File: config.mk
export PLATFORM = sky130hd
export DESIGN_NAME = ctrl_sequencer_flat
export DESIGN_NICKNAME = d
export VERILOG_FILES = /design/src/rtl/ctrl_sequencer_if.sv /design/src/rtl/ctrl_sequencer.sv /design/src/flat_wrapper.sv
export SDC_FILE = /design/constraint.sdc
export NUM_CORES = 1
export LEC_CHECK = 0
export ABC_AREA = 1
export CAP_MARGIN = 10
export CORE_MARGIN = 2
export CORE_UTILIZATION = 27
export CTS_CLUSTER_DIAMETER = 80
export CTS_CLUSTER_SIZE = 12
export DETAILED_ROUTE_END_ITERATION = 8
export GPL_TIMING_DRIVEN = 0
export PLACE_DENSITY = 0.78
export SYNTH_ARGS = -nofsm -noshare
export SYNTH_HDL_FRONTEND = slang
export SYNTH_SLANG_ARGS = --single-unit
File: constraint.sdc
create_clock -name Clock -period 1.3 [get_ports Clock]
set_input_delay 0.13 -clock Clock [delete_from_list [all_inputs] [get_ports Clock]]
set_output_delay 0.13 -clock Clock [all_outputs]
set_load 0.005 [all_outputs]
File: src/rtl/ctrl_sequencer_if.sv
// rtl/ctrl_sequencer_if.sv - control strobe bundle between sequencer and datapath
interface ctrl_sequencer_if #(
    parameter int IR_WIDTH = 32
);
    // datapath -> sequencer
    logic [IR_WIDTH-1:0] IR;
    logic                Stop;

    // bus drive enables
    logic PCout, Zlowout, MDRout;
    // register load enables
    logic MARin, Zin, PCin, MDRin, IRin, Yin;
    // ALU and memory controls
    logic IncPC, Read;
    logic ADD, SUB, AND, OR;
    // register-field selects and general-register controls
    logic Gra, Grb, Grc;
    logic Rin, Rout, Cout;
    // status
    logic Run, Illegal;

    modport master (
        input  IR, Stop,
        output PCout, Zlowout, MDRout,
        output MARin, Zin, PCin, MDRin, IRin, Yin,
        output IncPC, Read, ADD, SUB, AND, OR,
        output Gra, Grb, Grc, Rin, Rout, Cout,
        output Run, Illegal
    );

    modport slave (
        output IR, Stop,
        input  PCout, Zlowout, MDRout,
        input  MARin, Zin, PCin, MDRin, IRin, Yin,
        input  IncPC, Read, ADD, SUB, AND, OR,
        input  Gra, Grb, Grc, Rin, Rout, Cout,
        input  Run, Illegal
    );
endinterface

File: src/rtl/ctrl_sequencer.sv
// rtl/ctrl_sequencer.sv - hardwired fetch/decode/execute control sequencer
module ctrl_sequencer #(
    parameter int IR_WIDTH = 32,
    parameter int OP_MSB   = 31
) (
    input  logic              Clock,
    input  logic              Resetn,
    ctrl_sequencer_if.master  bus
);

    // Fall back to the low field if the opcode position is out of range.
    localparam int OpMsb = (OP_MSB >= 4 && OP_MSB < IR_WIDTH) ? OP_MSB : 4;

    localparam logic [4:0] OP_ADD  = 5'b00011;
    localparam logic [4:0] OP_SUB  = 5'b00100;
    localparam logic [4:0] OP_AND  = 5'b00101;
    localparam logic [4:0] OP_OR   = 5'b00110;
    localparam logic [4:0] OP_ADDI = 5'b01100;
    localparam logic [4:0] OP_ANDI = 5'b01101;
    localparam logic [4:0] OP_ORI  = 5'b01110;
    localparam logic [4:0] OP_NOP  = 5'b11010;
    localparam logic [4:0] OP_HALT = 5'b11011;

    typedef enum logic [2:0] {
        ST_RST  = 3'd0,
        ST_T0   = 3'd1,
        ST_T1   = 3'd2,
        ST_T2   = 3'd3,
        ST_T3   = 3'd4,
        ST_T4   = 3'd5,
        ST_T5   = 3'd6,
        ST_HALT = 3'd7
    } state_e;

    state_e     state_q, state_d;
    logic       stop_q, stop_d;
    logic [4:0] opcode;
    logic       is_rr, is_imm, is_alu;
    logic       stop_pending;

    assign opcode = bus.IR[OpMsb -: 5];
    assign is_rr  = (opcode == OP_ADD) || (opcode == OP_SUB) ||
                    (opcode == OP_AND) || (opcode == OP_OR);
    assign is_imm = (opcode == OP_ADDI) || (opcode == OP_ANDI) || (opcode == OP_ORI);
    assign is_alu = is_rr || is_imm;

    // A Stop arriving in the last cycle of an instruction still counts at that boundary.
    assign stop_pending = stop_q || bus.Stop;

    // State register and sticky stop flag; reset abandons any instruction in flight.
    always_ff @(posedge Clock or negedge Resetn) begin
        if (!Resetn) begin
            state_q <= ST_RST;
            stop_q  <= 1'b0;
        end else begin
            state_q <= state_d;
            stop_q  <= stop_d;
        end
    end

    // Next state and Moore strobes decoded from the current state and IR opcode.
    always_comb begin
        state_d     = state_q;
        stop_d      = stop_pending;
        bus.PCout   = 1'b0;
        bus.Zlowout = 1'b0;
        bus.MDRout  = 1'b0;
        bus.MARin   = 1'b0;
        bus.Zin     = 1'b0;
        bus.PCin    = 1'b0;
        bus.MDRin   = 1'b0;
        bus.IRin    = 1'b0;
        bus.Yin     = 1'b0;
        bus.IncPC   = 1'b0;
        bus.Read    = 1'b0;
        bus.ADD     = 1'b0;
        bus.SUB     = 1'b0;
        bus.AND     = 1'b0;
        bus.OR      = 1'b0;
        bus.Gra     = 1'b0;
        bus.Grb     = 1'b0;
        bus.Grc     = 1'b0;
        bus.Rin     = 1'b0;
        bus.Rout    = 1'b0;
        bus.Cout    = 1'b0;
        bus.Run     = 1'b1;
        bus.Illegal = 1'b0;

        unique case (state_q)
            ST_RST: begin
                bus.Run = 1'b0;
                state_d = stop_pending ? ST_HALT : ST_T0;
            end
            ST_T0: begin
                bus.PCout = 1'b1;
                bus.MARin = 1'b1;
                bus.IncPC = 1'b1;
                bus.Zin   = 1'b1;
                state_d   = ST_T1;
            end
            ST_T1: begin
                bus.Zlowout = 1'b1;
                bus.PCin    = 1'b1;
                bus.Read    = 1'b1;
                bus.MDRin   = 1'b1;
                state_d     = ST_T2;
            end
            ST_T2: begin
                bus.MDRout = 1'b1;
                bus.IRin   = 1'b1;
                state_d    = ST_T3;
            end
            ST_T3: begin
                if (is_alu) begin
                    bus.Grb  = 1'b1;
                    bus.Rout = 1'b1;
                    bus.Yin  = 1'b1;
                    state_d  = ST_T4;
                end else if (opcode == OP_HALT) begin
                    state_d = ST_HALT;
                end else begin
                    bus.Illegal = (opcode != OP_NOP);
                    state_d     = stop_pending ? ST_HALT : ST_T0;
                end
            end
            ST_T4: begin
                // Register-register ops take operand C from Rc, immediates from the IR C field.
                bus.Grc  = is_rr;
                bus.Rout = is_rr;
                bus.Cout = is_imm;
                bus.Zin  = is_alu;
                bus.ADD  = (opcode == OP_ADD) || (opcode == OP_ADDI);
                bus.SUB  = (opcode == OP_SUB);
                bus.AND  = (opcode == OP_AND) || (opcode == OP_ANDI);
                bus.OR   = (opcode == OP_OR)  || (opcode == OP_ORI);
                state_d  = ST_T5;
            end
            ST_T5: begin
                bus.Zlowout = 1'b1;
                bus.Gra     = 1'b1;
                bus.Rin     = 1'b1;
                state_d     = stop_pending ? ST_HALT : ST_T0;
            end
            ST_HALT: begin
                bus.Run = 1'b0;
                state_d = ST_HALT;
            end
            default: begin
                bus.Run = 1'b0;
                state_d = ST_RST;
            end
        endcase
    end

endmodule

File: src/flat_wrapper.sv
// flat-port wrapper written by rule: the top's interface ports become plain ports
module ctrl_sequencer_flat 
#(
    parameter int IR_WIDTH = 32,
    parameter int OP_MSB   = 31
)
  (Clock, Resetn, bus_IR, bus_Stop, bus_PCout, bus_Zlowout, bus_MDRout, bus_MARin, bus_Zin, bus_PCin, bus_MDRin, bus_IRin, bus_Yin, bus_IncPC, bus_Read, bus_ADD, bus_SUB, bus_AND, bus_OR, bus_Gra, bus_Grb, bus_Grc, bus_Rin, bus_Rout, bus_Cout, bus_Run, bus_Illegal);
  ctrl_sequencer_if #(.IR_WIDTH(IR_WIDTH)) bus_i ();
  input  logic Clock;
  input  logic Resetn;
  input wire logic [$bits(bus_i.IR)-1:0] bus_IR;
  input wire logic [$bits(bus_i.Stop)-1:0] bus_Stop;
  output wire logic [$bits(bus_i.PCout)-1:0] bus_PCout;
  output wire logic [$bits(bus_i.Zlowout)-1:0] bus_Zlowout;
  output wire logic [$bits(bus_i.MDRout)-1:0] bus_MDRout;
  output wire logic [$bits(bus_i.MARin)-1:0] bus_MARin;
  output wire logic [$bits(bus_i.Zin)-1:0] bus_Zin;
  output wire logic [$bits(bus_i.PCin)-1:0] bus_PCin;
  output wire logic [$bits(bus_i.MDRin)-1:0] bus_MDRin;
  output wire logic [$bits(bus_i.IRin)-1:0] bus_IRin;
  output wire logic [$bits(bus_i.Yin)-1:0] bus_Yin;
  output wire logic [$bits(bus_i.IncPC)-1:0] bus_IncPC;
  output wire logic [$bits(bus_i.Read)-1:0] bus_Read;
  output wire logic [$bits(bus_i.ADD)-1:0] bus_ADD;
  output wire logic [$bits(bus_i.SUB)-1:0] bus_SUB;
  output wire logic [$bits(bus_i.AND)-1:0] bus_AND;
  output wire logic [$bits(bus_i.OR)-1:0] bus_OR;
  output wire logic [$bits(bus_i.Gra)-1:0] bus_Gra;
  output wire logic [$bits(bus_i.Grb)-1:0] bus_Grb;
  output wire logic [$bits(bus_i.Grc)-1:0] bus_Grc;
  output wire logic [$bits(bus_i.Rin)-1:0] bus_Rin;
  output wire logic [$bits(bus_i.Rout)-1:0] bus_Rout;
  output wire logic [$bits(bus_i.Cout)-1:0] bus_Cout;
  output wire logic [$bits(bus_i.Run)-1:0] bus_Run;
  output wire logic [$bits(bus_i.Illegal)-1:0] bus_Illegal;
  assign bus_i.IR = bus_IR;
  assign bus_i.Stop = bus_Stop;
  assign bus_PCout = bus_i.PCout;
  assign bus_Zlowout = bus_i.Zlowout;
  assign bus_MDRout = bus_i.MDRout;
  assign bus_MARin = bus_i.MARin;
  assign bus_Zin = bus_i.Zin;
  assign bus_PCin = bus_i.PCin;
  assign bus_MDRin = bus_i.MDRin;
  assign bus_IRin = bus_i.IRin;
  assign bus_Yin = bus_i.Yin;
  assign bus_IncPC = bus_i.IncPC;
  assign bus_Read = bus_i.Read;
  assign bus_ADD = bus_i.ADD;
  assign bus_SUB = bus_i.SUB;
  assign bus_AND = bus_i.AND;
  assign bus_OR = bus_i.OR;
  assign bus_Gra = bus_i.Gra;
  assign bus_Grb = bus_i.Grb;
  assign bus_Grc = bus_i.Grc;
  assign bus_Rin = bus_i.Rin;
  assign bus_Rout = bus_i.Rout;
  assign bus_Cout = bus_i.Cout;
  assign bus_Run = bus_i.Run;
  assign bus_Illegal = bus_i.Illegal;
  ctrl_sequencer #(.IR_WIDTH(IR_WIDTH), .OP_MSB(OP_MSB)) u_core (.Clock(Clock), .Resetn(Resetn), .bus(bus_i));
endmodule
==> results_dict.tcl <==
set metrics [dict create \
    clk-insertion-delay-late_ps 220 \
    critical_path_class "reg2out" \
    r2r-end "u_core.state_q[2]$_DFF_PN0_" \
    grt_max_degree 6 \
    synth_warnings 0 \
    grt_pass1_vias 824 \
    min_period_ps 1501 \
    antenna_found_initial 0 \
    post_drt_wl_per_cell_um 16.25 \
    clock_sinks 4 \
    outcome "complete, but fails checks" \
    grt_pass1_wl_um 3650 \
    die_area_mm2 0.002285 \
    n_antenna_cell 0 \
    syn_area_per_cell_um2 6.167 \
    via_per_inst 4.829 \
    vias 845 \
    overflow 0 \
    worst_r2r_startpoint "u_core.state_q[0]$_DFF_PN0_" \
    finalHoldViolations 0 \
    postLayoutCellArea_mm2 0.001277 \
    timing.final.ws_setup_ps -200.7 \
    slew_viol_final 0 \
    hold_class "in2async" \
    drive_gt1_frac 0.7533 \
    gp_congestion 0.7827 \
    cap_violations 0 \
    ant_nets 0 \
    die-height_um 47.80 \
    finalSetupViolations 23 \
    total_power_w 0.002602 \
    drtPass1Iterations 7 \
    fin_crit_sh 1.154 \
    cp.required_ps 1170 \
    routed_wirelength_um 2843 \
    power.density_mw_per_mm2 2037 \
    ys_seq_area_frac 0.1932 \
    cp.arrival_ps 1370 \
    reg2reg_setup_slack_ps -90 \
    worst_pin_slew_ps 321.8 \
    htreeDepth 1 \
    top_level_ports 58 \
    p_leak_nw 0.6971 \
    clk_pin_slew_ps 40 \
    syn_inst 84 \
    cts_root_buf "clkbuf_4" \
    hpwlAfterDp_um 1093 \
    syn_area_um2 518.0 \
    syn_nets 119 \
    ir_drop_mv 1.332 \
    syn_to_final_growth_pct 146.6 \
    grt.total_usage 0.2326 \
    fin_nets 187 \
    dpl-instance-area_um2 849.6 \
    worstPathMaxFanout 5 \
    portBuffers 30 \
    end_kind "output port" \
    drc 0 \
    crit_path_start_kind "register" \
    grt_setup_unrepaired "true" \
    rows 15 \
    ff2ff_path_depth 9 \
    fill_cells 121 \
    ys_ff_latch 4 \
    initial_core_util 0.2936 \
    postCtsHoldBufs 0 \
    violations "setup timing" \
    clock_path_buffers 2 \
    cts_inserted_buffers 3 \
    slew_headroom 0.7838 \
    max_freq_ghz 0.6664 \
    core-area_mm2 0.001764 \
    fin_skew_ps 1.066 \
    drt_iter0_markers 15 \
    cts_tree "built" \
    synth_cell_types 15 \
    die_w_um 47.80 \
]
==> stage by stage <==
stage | hold slack (ps) | worst slack, ps | utilization | instances | TNS, ps
5_1_grt | 108.6 | -318.6 | 0.7241 | 175 | -4207
3_3_place_gp | 337.9 | -647.6 | 0.4816 | 139 | -7474
4_1_cts | 107.3 | -167.5 | 0.6553 | 167 | -1484
3_5_place_dp | 337.8 | -691.6 | 0.4816 | 139 | -8260
6_report | 109.3 | -200.7 | 0.7241 | 175 | -2844
2_1_floorplan | -165.6 | 216.8 | - | 84 | 0
==> layout make-up <==
| class | instances | area [um^2] | share of cell area |
|---|---|---|---|
| multi-input combinational | 54 | 414.1 | 0.3242 |
| tap | 25 | 31.28 | 0.02449 |
| sequential | 4 | 102.6 | 0.08031 |
| timing repair buffer | 65 | 573.1 | 0.4486 |
| inverter | 19 | 81.33 | 0.06366 |
| buffer | 5 | 52.55 | 0.04114 |
| clock buffer | 3 | 22.52 | 0.01763 |
==> per-layer routing <==
layer	up-vias	wire length, um	track usage
met5	-	0	0
met2	44	1550	0.4453
met3	18	153	0.06415
met1	397	1014	0.2059
met4	0	124	0.1568
li1	386	-	-
==> how the worst max path moves through the flow <==
stage / from / to / slack, ps / depth (start not counted)
after global placement: bus_IR[29] / bus_Yin / -650 / 9
after detailed placement: bus_IR[29] / bus_Yin / -690 / 9
after floorplan: u_core.state_q[0]$_DFF_PN0_ / bus_Yin / 220 / 6
final: u_core.state_q[0]$_DFF_PN0_ / bus_AND / -200 / 6
after CTS: u_core.state_q[1]$_DFF_PN0_ / u_core.state_q[1]$_DFF_PN0_ / -170 / 11
after global routing: u_core.state_q[1]$_DFF_PN0_ / bus_Illegal / -320 / 5
==> cell families after synthesis <==
group / synth area share
flops: 0.1932
compound gates: 0.02898
buf+inv: 0.2391
simple gates: 0.5386
==> synth_stat cells <==
| cell | instances | area [um^2] |
|---|---|---|
| nand2_2 | 5 | 31.28 |
| nand4_2 | 1 | 12.51 |
| inv_1 | 15 | 56.30 |
| nand2_1 | 17 | 63.81 |
| nand3_2 | 5 | 50.05 |
| buf_4 | 7 | 52.55 |
| nand3_1 | 6 | 30.03 |
| nor2_4 | 2 | 22.52 |
| nor3_1 | 3 | 15.01 |
| inv_2 | 4 | 15.01 |
| dfrtp_1 | 4 | 100.1 |
| a21oi_1 | 2 | 10.01 |
| nor2_1 | 11 | 41.29 |
| nor4_2 | 1 | 12.51 |
| o21ai_0 | 1 | 5.000 |
==> state kept, by name, summed over array words and instances (netlist names) <==
name / cells
u_core.state_q: 3
u_core.stop_q: 1
==> critical path: stages, from the launching register on <==
cell	delay [ps]
dfrtp_1	390
inv_2	100
nor2_4	160
nand2_4	100
buf_6	130
nor4_4	100
buf_2	160
==> power breakdown <==
group / internal, W / leakage (nW) / switching [W]
combinational: 0.00118 / 0.644 / 0.00101
sequential: 0.000178 / 0.0397 / 0.0000869
clock: 0.000103 / 0.0138 / 0.0000442
==> repair_timing <==
action                                  in CTS  in global routing
endpoints found under the setup margin      23                 24
resized for setup                          143                 28
setup buffers                               28                  9
pin swaps                                   17                  9
==> placed cells by master, fill, tap and decap left out, types with 2 or more instances in the layout <==
cell type,netlist,routed
clkbuf_4,0,3
nand3_4,0,2
buf_6,0,31
nand2_2,5,8
nand3_1,6,4
clkdlybuf4s15_1,0,3
clkbuf_2,0,2
nand2_1,17,10
nand3_2,5,5
nand2_4,0,4
inv_2,4,11
inv_4,0,2
dfrtp_1,4,2
nor2_1,11,7
dlygate4sd2_1,0,2
nor2_4,2,5
buf_4,7,17
buf_2,0,12
inv_1,15,5
dfrtp_2,0,2
clkdlybuf4s50_1,0,2
(Power assumes the default switching activity.)
